$ cat config.mk
export PLATFORM = sky130hd
export DESIGN_NAME = cdc_2phase_dst_fifo
export DESIGN_NICKNAME = d
export VERILOG_FILES = /design/src/rtl/cdc_2phase_pkg.sv /design/src/rtl/sync.sv /design/src/rtl/cdc_2phase_dst_fifo.sv
export SDC_FILE = /design/constraint.sdc
export NUM_CORES = 1
export LEC_CHECK = 0
export ABC_AREA = 1
export BUFFER_PORTS_ARGS = -buffer_cell sky130_fd_sc_hd__buf_4
export CAP_MARGIN = 20
export CORE_MARGIN = 1.5
export CORE_UTILIZATION = 54
export CTS_CLUSTER_SIZE = 30
export DETAILED_ROUTE_END_ITERATION = 8
export GPL_TIMING_DRIVEN = 0
export PLACE_DENSITY = 0.79
export REMOVE_ABC_BUFFERS = 1
export SLEW_MARGIN = 25
export SYNTH_ARGS = -nofsm -noshare
export SYNTH_HDL_FRONTEND = slang
export SYNTH_HIERARCHICAL = 1
export SYNTH_SLANG_ARGS = --single-unit
$ cat constraint.sdc
create_clock -name clk_i -period 1.8 [get_ports clk_i]
set_input_delay 0.27 -clock clk_i [delete_from_list [all_inputs] [get_ports clk_i]]
set_output_delay 0.27 -clock clk_i [all_outputs]
set_load 0.03 [all_outputs]
$ cat src/rtl/cdc_2phase_pkg.sv
// cdc_2phase_pkg: shared constants for the 2-phase CDC endpoints. Rev 1.0
`default_nettype none

package cdc_2phase_pkg;
  localparam int unsigned CDC_SYNC_STAGES_DEFAULT = 2;
  localparam int unsigned CDC_FIFO_DEPTH_MAX      = 16;
endpackage

`default_nettype wire

$ cat src/rtl/sync.sv
// sync: multi-flop synchronizer for a single asynchronous bit. Rev 1.0
`default_nettype none

module sync #(
  parameter int unsigned STAGES = 2
) (
  input  logic clk_i,
  input  logic rst_ni,
  input  logic serial_i,
  output logic serial_o
);
  // Only these flops may sample the asynchronous input; keep them together for CDC constraints.
  (* async_reg = "true" *) logic [STAGES-1:0] reg_q;

  always_ff @(posedge clk_i or negedge rst_ni) begin
    if (!rst_ni) begin
      reg_q <= '0;
    end else begin
      reg_q <= {reg_q[STAGES-2:0], serial_i};
    end
  end

  assign serial_o = reg_q[STAGES-1];
endmodule

`default_nettype wire

$ cat src/rtl/cdc_2phase_dst_fifo.sv
// cdc_2phase_dst_fifo: 2-phase req/ack receiving endpoint with a DEPTH-entry output FIFO. Rev 1.0
// Optional macro CDC_2PHASE_DST_FIFO_ASSERT_EN compiles in simulation-only protocol assertions.
`default_nettype none

module cdc_2phase_dst_fifo
  import cdc_2phase_pkg::*;
#(
  parameter type         T           = logic [31:0],
  parameter int unsigned DEPTH       = 2,
  parameter int unsigned SYNC_STAGES = CDC_SYNC_STAGES_DEFAULT
) (
  input  logic clk_i,
  input  logic rst_ni,
  input  logic async_req_i,
  input  T     async_data_i,
  output logic async_ack_o,
  output T     dst_data_o,
  output logic dst_valid_o,
  input  logic dst_ready_i
);
  localparam int unsigned CNT_W = $clog2(DEPTH + 1);
  localparam int unsigned PTR_W = (DEPTH > 1) ? $clog2(DEPTH) : 1;

  generate
    if (DEPTH < 1 || DEPTH > CDC_FIFO_DEPTH_MAX) begin : g_bad_depth
      $fatal(1, "cdc_2phase_dst_fifo: DEPTH must be within 1..16");
    end
    if (SYNC_STAGES < 2) begin : g_bad_sync
      $fatal(1, "cdc_2phase_dst_fifo: SYNC_STAGES must be at least 2");
    end
  endgenerate

  function automatic logic [PTR_W-1:0] ptr_inc(input logic [PTR_W-1:0] p);
    return (p == PTR_W'(DEPTH - 1)) ? '0 : p + PTR_W'(1);
  endfunction

  logic             req_sync;
  logic             req_seen_q, req_seen_d;
  logic [PTR_W-1:0] wptr_q, wptr_d;
  logic [PTR_W-1:0] rptr_q, rptr_d;
  logic [CNT_W-1:0] count_q, count_d;
  T                 mem_q [DEPTH];
  logic             pending, push, pop;

  sync #(
    .STAGES (SYNC_STAGES)
  ) i_req_sync (
    .clk_i    (clk_i),
    .rst_ni   (rst_ni),
    .serial_i (async_req_i),
    .serial_o (req_sync)
  );

  // Full is judged on the registered count: a pop frees a slot only from the next edge on.
  assign pending = (req_sync != req_seen_q);
  assign push    = pending && (count_q < CNT_W'(DEPTH));
  assign pop     = dst_valid_o && dst_ready_i;

  always_comb begin
    req_seen_d = req_seen_q;
    wptr_d     = wptr_q;
    rptr_d     = rptr_q;
    count_d    = count_q;
    if (push) begin
      req_seen_d = ~req_seen_q;
      wptr_d     = ptr_inc(wptr_q);
    end
    if (pop) begin
      rptr_d = ptr_inc(rptr_q);
    end
    if (push && !pop) begin
      count_d = count_q + CNT_W'(1);
    end else if (!push && pop) begin
      count_d = count_q - CNT_W'(1);
    end
  end

  always_ff @(posedge clk_i or negedge rst_ni) begin
    if (!rst_ni) begin
      req_seen_q <= 1'b0;
      wptr_q     <= '0;
      rptr_q     <= '0;
      count_q    <= '0;
      for (int unsigned i = 0; i < DEPTH; i++) begin
        mem_q[i] <= '0;
      end
    end else begin
      req_seen_q <= req_seen_d;
      wptr_q     <= wptr_d;
      rptr_q     <= rptr_d;
      count_q    <= count_d;
      if (push) begin
        mem_q[wptr_q] <= async_data_i;
      end
    end
  end

  assign async_ack_o = req_seen_q;
  assign dst_valid_o = (count_q != '0);
  assign dst_data_o  = mem_q[rptr_q];

`ifdef CDC_2PHASE_DST_FIFO_ASSERT_EN
  a_data_stable: assert property (@(posedge clk_i) disable iff (!rst_ni)
    (pending && !push) |=> $stable(async_data_i));
  a_one_outstanding: assert property (@(posedge clk_i) disable iff (!rst_ni)
    $changed(async_req_i) |-> ($past(async_req_i) == $past(async_ack_o)));
  a_stream_hold: assert property (@(posedge clk_i) disable iff (!rst_ni)
    (dst_valid_o && !dst_ready_i) |=> (dst_valid_o && $stable(dst_data_o)));
  a_count_bound: assert property (@(posedge clk_i) disable iff (!rst_ni)
    count_q <= CNT_W'(DEPTH));
`endif
endmodule

`default_nettype wire

==> out/summary.txt, run 1 <==
# rows: 28
Crit Path Class: reg -> reg
layout cell share with drive strength beyond 1: 21.0%
Startpoint Class: flop
ANT cells: 0
via/cell ratio: 5.30
switching pwr: 4440 uW
Avg Cell Area, Syn: 7.83 um2
die height: 80.6 um
Max Slew Vio Count: 0
DIE AREA: 0.00650 mm2
met3 usage: 5.68%
final setup TNS: 0 ps
hold crit path type: in -> async
maxcap violations: 0
Pwr per Cell Area: 2250 mW/mm2
Leakage Power: 0.00226 uW
Synth Flop Type: dfrtp_1
Final ANT Viol Nets: 0
global-route wire length before repair: 13,100 um
outcome: finished clean
Yosys reg bits: 71
clk sinks: 71
Total Wirelength: 8190 um
Port Buffers: 69
fin crit share: 97.5%
Synth area leader: dfrtp_1
clock insertion delay at the later pin of the skew report: 340 ps
Area contributors post-synth: dfrtp_1 55%, nand2_1 27%, nand3_1 10%
Sw Ratio: 48.4%
CTS Root Cell: clkbuf_8
Reg power frac: 32.6%
GPL Wtd Cong: 0.735
slowest CP cell: dfrtp_1
maximum vdd drop: 0.00136 V
Final min period: 1760 ps
Filler Cell Count: 508
Synth top area share: 54.6%
Warnings, synthesis: 6
WL/cell: 14.7 um
top post-synthesis cells by count: 234 x nand2_1, 71 x dfrtp_1, 65 x nand3_1, 9 x buf_2
Synth async-reset ratio: 100%
vias in the first global route: 2,692
Setup WS post-layout: 44.8 ps
setup skew after layout: 6.33 ps
met2 Track Usage GR: 43.6%
Layout area overhead: 25.0%
core area: 0.00589 mm2
layer with the highest usage: met2
Die X: 80.6 um
# DRC: 0
slowest stage delay, CP: 450 ps
gr usage total: 27.5%
Fmax achieved: 570 MHz
Combinational Power Share: 53.7%
CTS tree: yes
hold_ws: 32.9 ps
initial antenna violation count: 0
Final Cell Area: 0.00407 mm2
cts bufs inserted: 9
crit-path cells: nor2_1, nor2_4, buf_16, ha_1, inv_1, nand3_1, nand2_1, nand2_1
crit end category: flop
RSZ-0062 raised after global routing: true
clock power share: 13.6%
nets: 514
IO Pins: 70
sequential cell area fraction in the yosys report: 54.6%
final hold vios: 0
worst-margin pin slew: 897 ps
Synth Instances: 416
Setup-failing EPs final: 0
critical path peak fanout: 33
Max-slew headroom: 40.2%
Post-synth EDFFs: 0
P_int: 4740 uW
Crit path max-delay family: simple AND/OR/NAND/NOR gates
Initial Util: 55.3%
footprint of the multi-input gates: 0.00137 mm2
First DRT Iteration DRCs: 317
Detailed Routing Iterations Pass 1: 5
Netlist cell types: 19
DPL Wire Length: 4250 um
Post-CTS Hold Buffers: 0
Setup WS pre-CTS: -885 ps
Required @ worst endpoint: 2030 ps
Arr. time, crit path: 1990 ps
synthesized cell area: 0.00326 mm2
maximum root-to-sink buffer count: 2
WP buf/inv: 2
FF+latch area: 0.00178 mm2
Via Count: 2,952
largest net degree at the start of global routing: 72
total power draw: 9180 uW
# H-tree levels: 3
CP dominant cell by count: nand2_1
Worst-path clk slew: 70 ps
most common cell in the netlist: nand2_1
met1 Resource Use GR: 36.3%
post-placement cell area: 0.00375 mm2
total grt overflow: 0
-- worst paths after layout --
check                                              start                             to  slack, ps  cells after the start
setup / recovery                 async_ack_o$_DFFE_PN0P_         count_q[1]$_DFFE_PN0P_         40                      8
hold / removal                                    rst_ni          mem_q[20]$_DFFE_PN0P_         30                      1
setup reg to reg                 async_ack_o$_DFFE_PN0P_         count_q[1]$_DFFE_PN0P_         40                      8
hold reg to reg            i_req_sync/reg_q[0]$_DFF_PN0_  i_req_sync/reg_q[1]$_DFF_PN0_        350                      0
max in group asynchronous                         rst_ni             wptr_q$_DFFE_PN0P_       1070                      1
min in group clk_i                           async_req_i  i_req_sync/reg_q[0]$_DFF_PN0_         30                      1
-- area by class of cell --
cell class                 count  area share (%)
multi-input combinational    313            33.7
clock buffer                  12            3.57
clock inverter                 4            1.11
sequential                    71            43.8
tap                           75            2.31
inverter                       8            1.29
timing repair buffer          74            14.2
-- cells in the final DEF (no fill, tap or decap) --
cell / count
ha_1: 1
nand2_4: 1
inv_1: 5
clkbuf_8: 10
buf_4: 72
nor2_4: 1
inv_8: 1
clkinv_2: 3
dfrtp_4: 2
nor2_2: 1
dfrtp_1: 69
inv_4: 1
clkbuf_1: 2
nor2_1: 1
clkinv_8: 1
xor2_1: 1
xnor2_1: 1
nand2_1: 233
nand2_2: 1
nand4_4: 4
buf_16: 1
nand3_1: 65
o21ai_0: 2
buf_6: 1
bufinv_16: 1
nand4_1: 1
-- stage by stage --
step / cells / utilization [%]
after floorplan: 389 / -
after global placement: 533 / 63.0
after detailed placement: 534 / 63.6
after CTS: 554 / 68.4
after global routing: 557 / 69.2
final: 557 / 69.2
-- logic make-up (layout without fill, tap and decap cells) --
family | after synthesis | after routing | synth area share, %
buf+inv | 35 | 98 | 5.76
simple gates | 305 | 308 | 38.4
flops | 71 | 71 | 54.6
xor+xnor | 2 | 2 | 0.538
compound gates | 2 | 2 | 0.307
fa+ha+maj | 1 | 1 | 0.384
-- per-layer routing --
metal | wire length, um | up-vias
li1 | - | 1434
met1 | 3420 | 1377
met2 | 3950 | 129
met3 | 679 | 12
met4 | 138 | 0
met5 | 0 | -
-- state kept, by name (all words and copies together) (netlist names) --
| name | count |
|---|---|
| mem_q | 64 |
| count_q | 2 |
| i_req_sync/reg_q | 2 |
| async_ack_o | 1 |
| rptr_q | 1 |
| wptr_q | 1 |
-- power by group through the flow --
stage | combinational, uW | clock, uW | sequential [uW]
after floorplan | 2980 | 0 | 2870
after global placement | 4380 | 0 | 3010
after detailed placement | 4550 | 0 | 3050
after CTS | 4820 | 1260 | 3020
after global routing | 5420 | 1340 | 3090
final | 4930 | 1250 | 3000
-- timing repair --
action,in CTS,in global routing
setup buffers,2,2
cloned,2,1
endpoints found under the hold margin,0,0
gates resized for setup,10,4
pin swaps,2,1
setup endpoints to repair,100,53
No activity file was read; power rests on OpenSTA's default activity.
==> inputs of run 2 (changes only) <==
Settings changed: ABC_AREA 1 to not set.
==> run 2 against run 1 <==
Compared with the run above:
- power grew 7.2%
- first-iteration DRC count is 72% lower
- critical path depth fell by 5
- final cell count is 37% lower
- critical path type is now reg -> out
- largest cell class unchanged
- largest power group unchanged
==> out/summary.txt, run 2 <==
Avg Cell Area, Syn: 16.4 um2
most common cell in the netlist: dfrtp_1
Required @ worst endpoint: 1530 ps
FF-to-FF path depth: 4
final hold vios: 0
commonest non-fill, non-tap cell in the layout: dfrtp_1
via/cell ratio: 5.28
Synth top area share: 55.8%
Leakage Power: 0.00197 uW
Detailed Routing Iterations Pass 1: 4
hold crit path type: in -> async
met3 usage: 7.77%
Synth Instances: 194
global-route wire length before repair: 10,400 um
# rows: 27
Largest Register: mem_q
final setup TNS: 0 ps
Synth Flop Type: dfrtp_1
RR Startpoint: async_ack_o$_DFFE_PN0P_
worst-margin pin slew: 890 ps
Arr. time, crit path: 1510 ps
top post-synthesis cells by count: 71 x dfrtp_1, 68 x mux2_2, 29 x mux2_4, 5 x clkbuf_1
largest net degree at the start of global routing: 72
outcome: finished clean
Worst-path clk slew: 80 ps
worst r2r dst: mem_q[50]$_DFFE_PN0P_
First DRT Iteration DRCs: 90
fin crit share: 99.0%
Setup-failing EPs final: 0
Post-CTS Hold Buffers: 0
Filler Cell Count: 356
WL/cell: 18.3 um
nets: 309
ANT cells: 0
# DRC: 0
vias in the first global route: 2,113
layout cell share with drive strength beyond 1: 71.1%
Initial Util: 56.8%
Final min period: 1780 ps
Netlist cell types: 16
setup skew after layout: 11.9 ps
Fmax achieved: 561 MHz
synthesized cell area: 0.00318 mm2
met1 Resource Use GR: 27.1%
Max-slew headroom: 40.6%
Max Slew Vio Count: 0
GPL Wtd Cong: 0.674
# H-tree levels: 3
Crit Path Class: reg -> out
DIE AREA: 0.00637 mm2
Warnings, synthesis: 6
total grt overflow: 0
critical path peak fanout: 17
leading cell types in the layout, fill and taps excluded: 70 x dfrtp_1, 68 x mux2_2, 64 x buf_4, 29 x mux2_4, 11 x clkbuf_8
max FFs per register: 64
Pwr per Cell Area: 2370 mW/mm2
Post-synth EDFFs: 0
Reg2Reg Setup Slack: 110 ps
maximum vdd drop: 0.00135 V
Synth area leader: dfrtp_1
gr usage total: 22.1%
core area: 0.00561 mm2
Synth async-reset ratio: 100%
biggest regs: mem_q x64, count_q x2, i_req_sync/reg_q x2
IO Pins: 70
sequential cell area fraction in the yosys report: 55.8%
maxcap violations: 0
Port Buffers: 69
Yosys reg bits: 71
Area contributors post-synth: dfrtp_1 56%, mux2_2 24%, mux2_4 14%
CTS Root Cell: clkbuf_8
clock insertion delay at the later pin of the skew report: 350 ps
die height: 79.8 um
Die X: 79.8 um
crit end category: output port
DPL Wire Length: 3770 um
maximum root-to-sink buffer count: 2
layer with the highest usage: met2
met2 Track Usage GR: 35.3%
CTS tree: yes
cts bufs inserted: 9
clk sinks: 71
Total Wirelength: 6400 um
initial antenna violation count: 0
total power draw: 9830 uW
Via Count: 1,844
RSZ-0062 raised after global routing: true
Startpoint Class: flop
Final ANT Viol Nets: 0
Layout area overhead: 30.1%
-- run 2: changes by cell type in the layout (fill, tap and decap cells not counted), moves of 3 or more --
cell,previous run,this run
inv_1,5,0
buf_12,0,3
mux2_2,0,68
nand3_1,65,0
buf_4,72,64
nand2_1,233,2
buf_6,1,10
nand4_4,4,0
mux2_4,0,29
-- run 2: through the flow --
stage | area (um2) | hold WS (ps) | worst slack (ps) | instances | utilization, %
floorplan | 3080 | -25.6 | -761 | 182 | -
global placement | 3690 | 335 | -1350 | 323 | 65.8
detailed placement | 3750 | 348 | -303 | 326 | 66.9
CTS | 4100 | 20.0 | 17.1 | 349 | 73.0
global route | 4140 | 10.3 | -28.2 | 349 | 73.9
finish | 4140 | 27.1 | 17.9 | 349 | 73.9
-- run 2: cell families after synthesis --
group	count (synthesis)	synth area share, %
buffers and inverters	12	3.30
adder cells (fa/ha/maj)	1	0.393
XOR/XNOR	5	1.38
multiplexers	97	37.7
flip-flops	71	55.8
AND/OR/NAND/NOR	7	1.26
AO/OA/AOI/OAI	1	0.157
-- run 2: critical path: stages, from the launching register on --
cell and delay, ps:
dfrtp_4 450, buf_12 170, mux2_2 360, buf_4 170
-- run 2: worst max path at each step --
| stage | start | endpoint | slack, ps | cells after the start |
|---|---|---|---|---|
| after global placement | async_ack_o$_DFFE_PN0P_ | mem_q[26]$_DFFE_PN0P_ | -1350 | 3 |
| after CTS | rptr_q$_DFFE_PN0P_ | dst_data_o[15] | 20 | 3 |
| after floorplan | async_ack_o$_DFFE_PN0P_ | mem_q[0]$_DFFE_PN0P_ | -760 | 3 |
| after global routing | rptr_q$_DFFE_PN0P_ | dst_data_o[18] | -30 | 3 |
| final | rptr_q$_DFFE_PN0P_ | dst_data_o[18] | 20 | 3 |
| after detailed placement | async_ack_o$_DFFE_PN0P_ | mem_q[47]$_DFFE_PN0P_ | -300 | 4 |
-- run 2: cell type report --
type	instances	area [um2]	share of cell area (%)
Clock buffer	11	151	3.65
Clock inverter	5	104	2.51
Multi-Input combinational cell	111	1320	31.9
Sequential cell	71	1780	43.0
Tap cell	72	90.1	2.17
Timing Repair Buffer	79	696	16.8
-- run 2: routing by layer --
metal / routed length (um) / part of all wire (%) / vias up
met1: 2770 / 43 / 930
met5: 0 / 0 / -
met4: 110 / 1.7 / 0
met2: 3120 / 49 / 61
li1: - / - / 841
met3: 401 / 6.3 / 12
-- run 2: what timing repair did --
| item | in CTS | in global routing |
|---|---|---|
| pin swaps | 2 | 0 |
| endpoints found under the hold margin | 0 | 0 |
| setup endpoints to repair | 97 | 30 |
| gates resized for setup | 2 | 11 |
| setup buffers | 7 | 0 |
-- run 2: power breakdown --
part | leakage, uW | switching (uW) | internal (uW)
logic | 0.00101 | 2490 | 2840
registers | 0.000834 | 476 | 2420
clock network | 0.000130 | 609 | 996
==> inputs of run 3 (changes only) <==
Settings changed: PLACE_DENSITY 0.79 to 0.75.
==> run 3 against run 2 <==
Compared with the run above:
- hold slack improved by 18 ps
- power rose by 3.8%
- wire length fell by 3.4%
- design area rose by 2.6%
- count of clock-buffer cells in the layout fell by 1
- sequential share of layout area fell by 1.1 points
- sequential power barely moved
- maximum frequency rose by 0.71%
- first-iteration DRC count fell by 31%
- critical path depth did not move
- combinational power rose by 3%
- final cell count rose by 1.4%
- largest cell class unchanged
- highest routed layer unchanged
==> out/summary.txt, run 3 (same netlist as run 2, synthesis figures left out) <==
ANT cells: 0
clock insertion delay at the later pin of the skew report: 330 ps
final hold vios: 0
crit end category: output port
Arr. time, crit path: 1500 ps
biggest regs: mem_q x64, count_q x2, i_req_sync/reg_q x2
via/cell ratio: 5.24
# rows: 27
critical path peak fanout: 17
setup skew after layout: 4.95 ps
worst-margin pin slew: 871 ps
Detailed Routing Iterations Pass 1: 4
Max Slew Vio Count: 0
gr usage total: 20.7%
Port Buffers: 69
outcome: finished clean
commonest non-fill, non-tap cell in the layout: dfrtp_1
maximum vdd drop: 0.00138 V
max FFs per register: 64
Fmax achieved: 565 MHz
largest net degree at the start of global routing: 72
Final min period: 1770 ps
total grt overflow: 0
Finished Core Util: 75.8%
Post-CTS Hold Buffers: 0
Initial Util: 56.8%
Leakage Power: 0.00202 uW
Finished Layout Cells: 354
final setup TNS: 0 ps
Final ANT Viol Nets: 0
clk sinks: 71
global-route wire length before repair: 9820 um
maximum root-to-sink buffer count: 2
# H-tree levels: 3
CTS tree: yes
Worst-path clk slew: 70 ps
Via Count: 1,855
Layout area overhead: 33.5%
GPL Wtd Cong: 0.650
Max-slew headroom: 41.9%
# DRC: 0
Setup-failing EPs final: 0
Crit Path Class: reg -> out
maxcap violations: 0
initial antenna violation count: 0
die height: 79.8 um
Die X: 79.8 um
Pwr per Cell Area: 2400 mW/mm2
Largest Register: mem_q
Total Wirelength: 6180 um
cts bufs inserted: 9
layout cell share with drive strength beyond 1: 71.3%
hold crit path type: in -> reg
fin crit share: 98.3%
WL/cell: 17.5 um
RSZ-0062 raised after global routing: true
Required @ worst endpoint: 1530 ps
nets: 314
Startpoint Class: flop
DIE AREA: 0.00637 mm2
Inst Count DP: 326
core area: 0.00561 mm2
DPL Wire Length: 3560 um
First DRT Iteration DRCs: 62
CTS Root Cell: clkbuf_8
vias in the first global route: 1,961
leading cell types in the layout, fill and taps excluded: 70 x dfrtp_1, 68 x mux2_2, 63 x buf_4, 29 x mux2_4, 13 x buf_6
IO Pins: 70
==> run 3: worst paths after layout <==
kind | from | to | slack, ps | cells past startpoint
setup / recovery | rptr_q$_DFFE_PN0P_ | dst_data_o[8] | 30 | 3
hold / removal | async_req_i | i_req_sync/reg_q[0]$_DFF_PN0_ | 40 | 1
setup reg to reg | i_req_sync/reg_q[1]$_DFF_PN0_ | mem_q[39]$_DFFE_PN0P_ | 80 | 4
hold reg to reg | i_req_sync/reg_q[0]$_DFF_PN0_ | i_req_sync/reg_q[1]$_DFF_PN0_ | 360 | 0
max in group asynchronous | rst_ni | rptr_q$_DFFE_PN0P_ | 1100 | 1
min in group asynchronous | rst_ni | mem_q[57]$_DFFE_PN0P_ | 50 | 1
==> run 3: layer usage <==
layer	track usage (%)	up-vias	share of wire (%)
li1	-	854	-
met5	0	-	0
met3	6.29	12	5.2
met4	7.07	0	1.3
met1	27.8	938	47
met2	31.9	51	47
==> run 3: worst max-delay path, cell delays in order, from the launching register on <==
cell and delay [ps]:
dfrtp_4 470, buf_16 170, mux2_2 350, buf_4 170
==> run 3: where the power goes <==
| part | switching (uW) | total, uW | internal, uW |
|---|---|---|---|
| Combinational | 2510 | 5490 | 2980 |
| Clock | 580 | 1820 | 1240 |
| Sequential | 476 | 2900 | 2420 |
==> run 3: what timing repair did <==
action,in CTS,in global routing
gates resized for setup,2,12
setup endpoints to repair,90,33
gates cloned,1,0
pin swaps,2,1
buffers inserted,8,3
==> run 3: cell type report <==
class | instances | area, um2
repair buffers | 83 | 762
clock buffers | 10 | 138
well taps | 72 | 90.1
fillers | 349 | 1360
flip-flops and latches | 71 | 1780
clock inverters | 6 | 155
multi-input cells | 112 | 1330
==> run 3: stage by stage <==
stage          instance area (um2)  hold WS [ps]  setup slack, ps  total power [uW]
6_report                      4250          44.8             30.4             10200
4_1_cts                       4150          29.9             12.0              9950
5_1_grt                       4250          20.6            -24.5             10700
3_3_place_gp                  3690           335            -1410              7690
3_5_place_dp                  3750           354             -189              7860
2_1_floorplan                 3080         -25.6             -761              6360
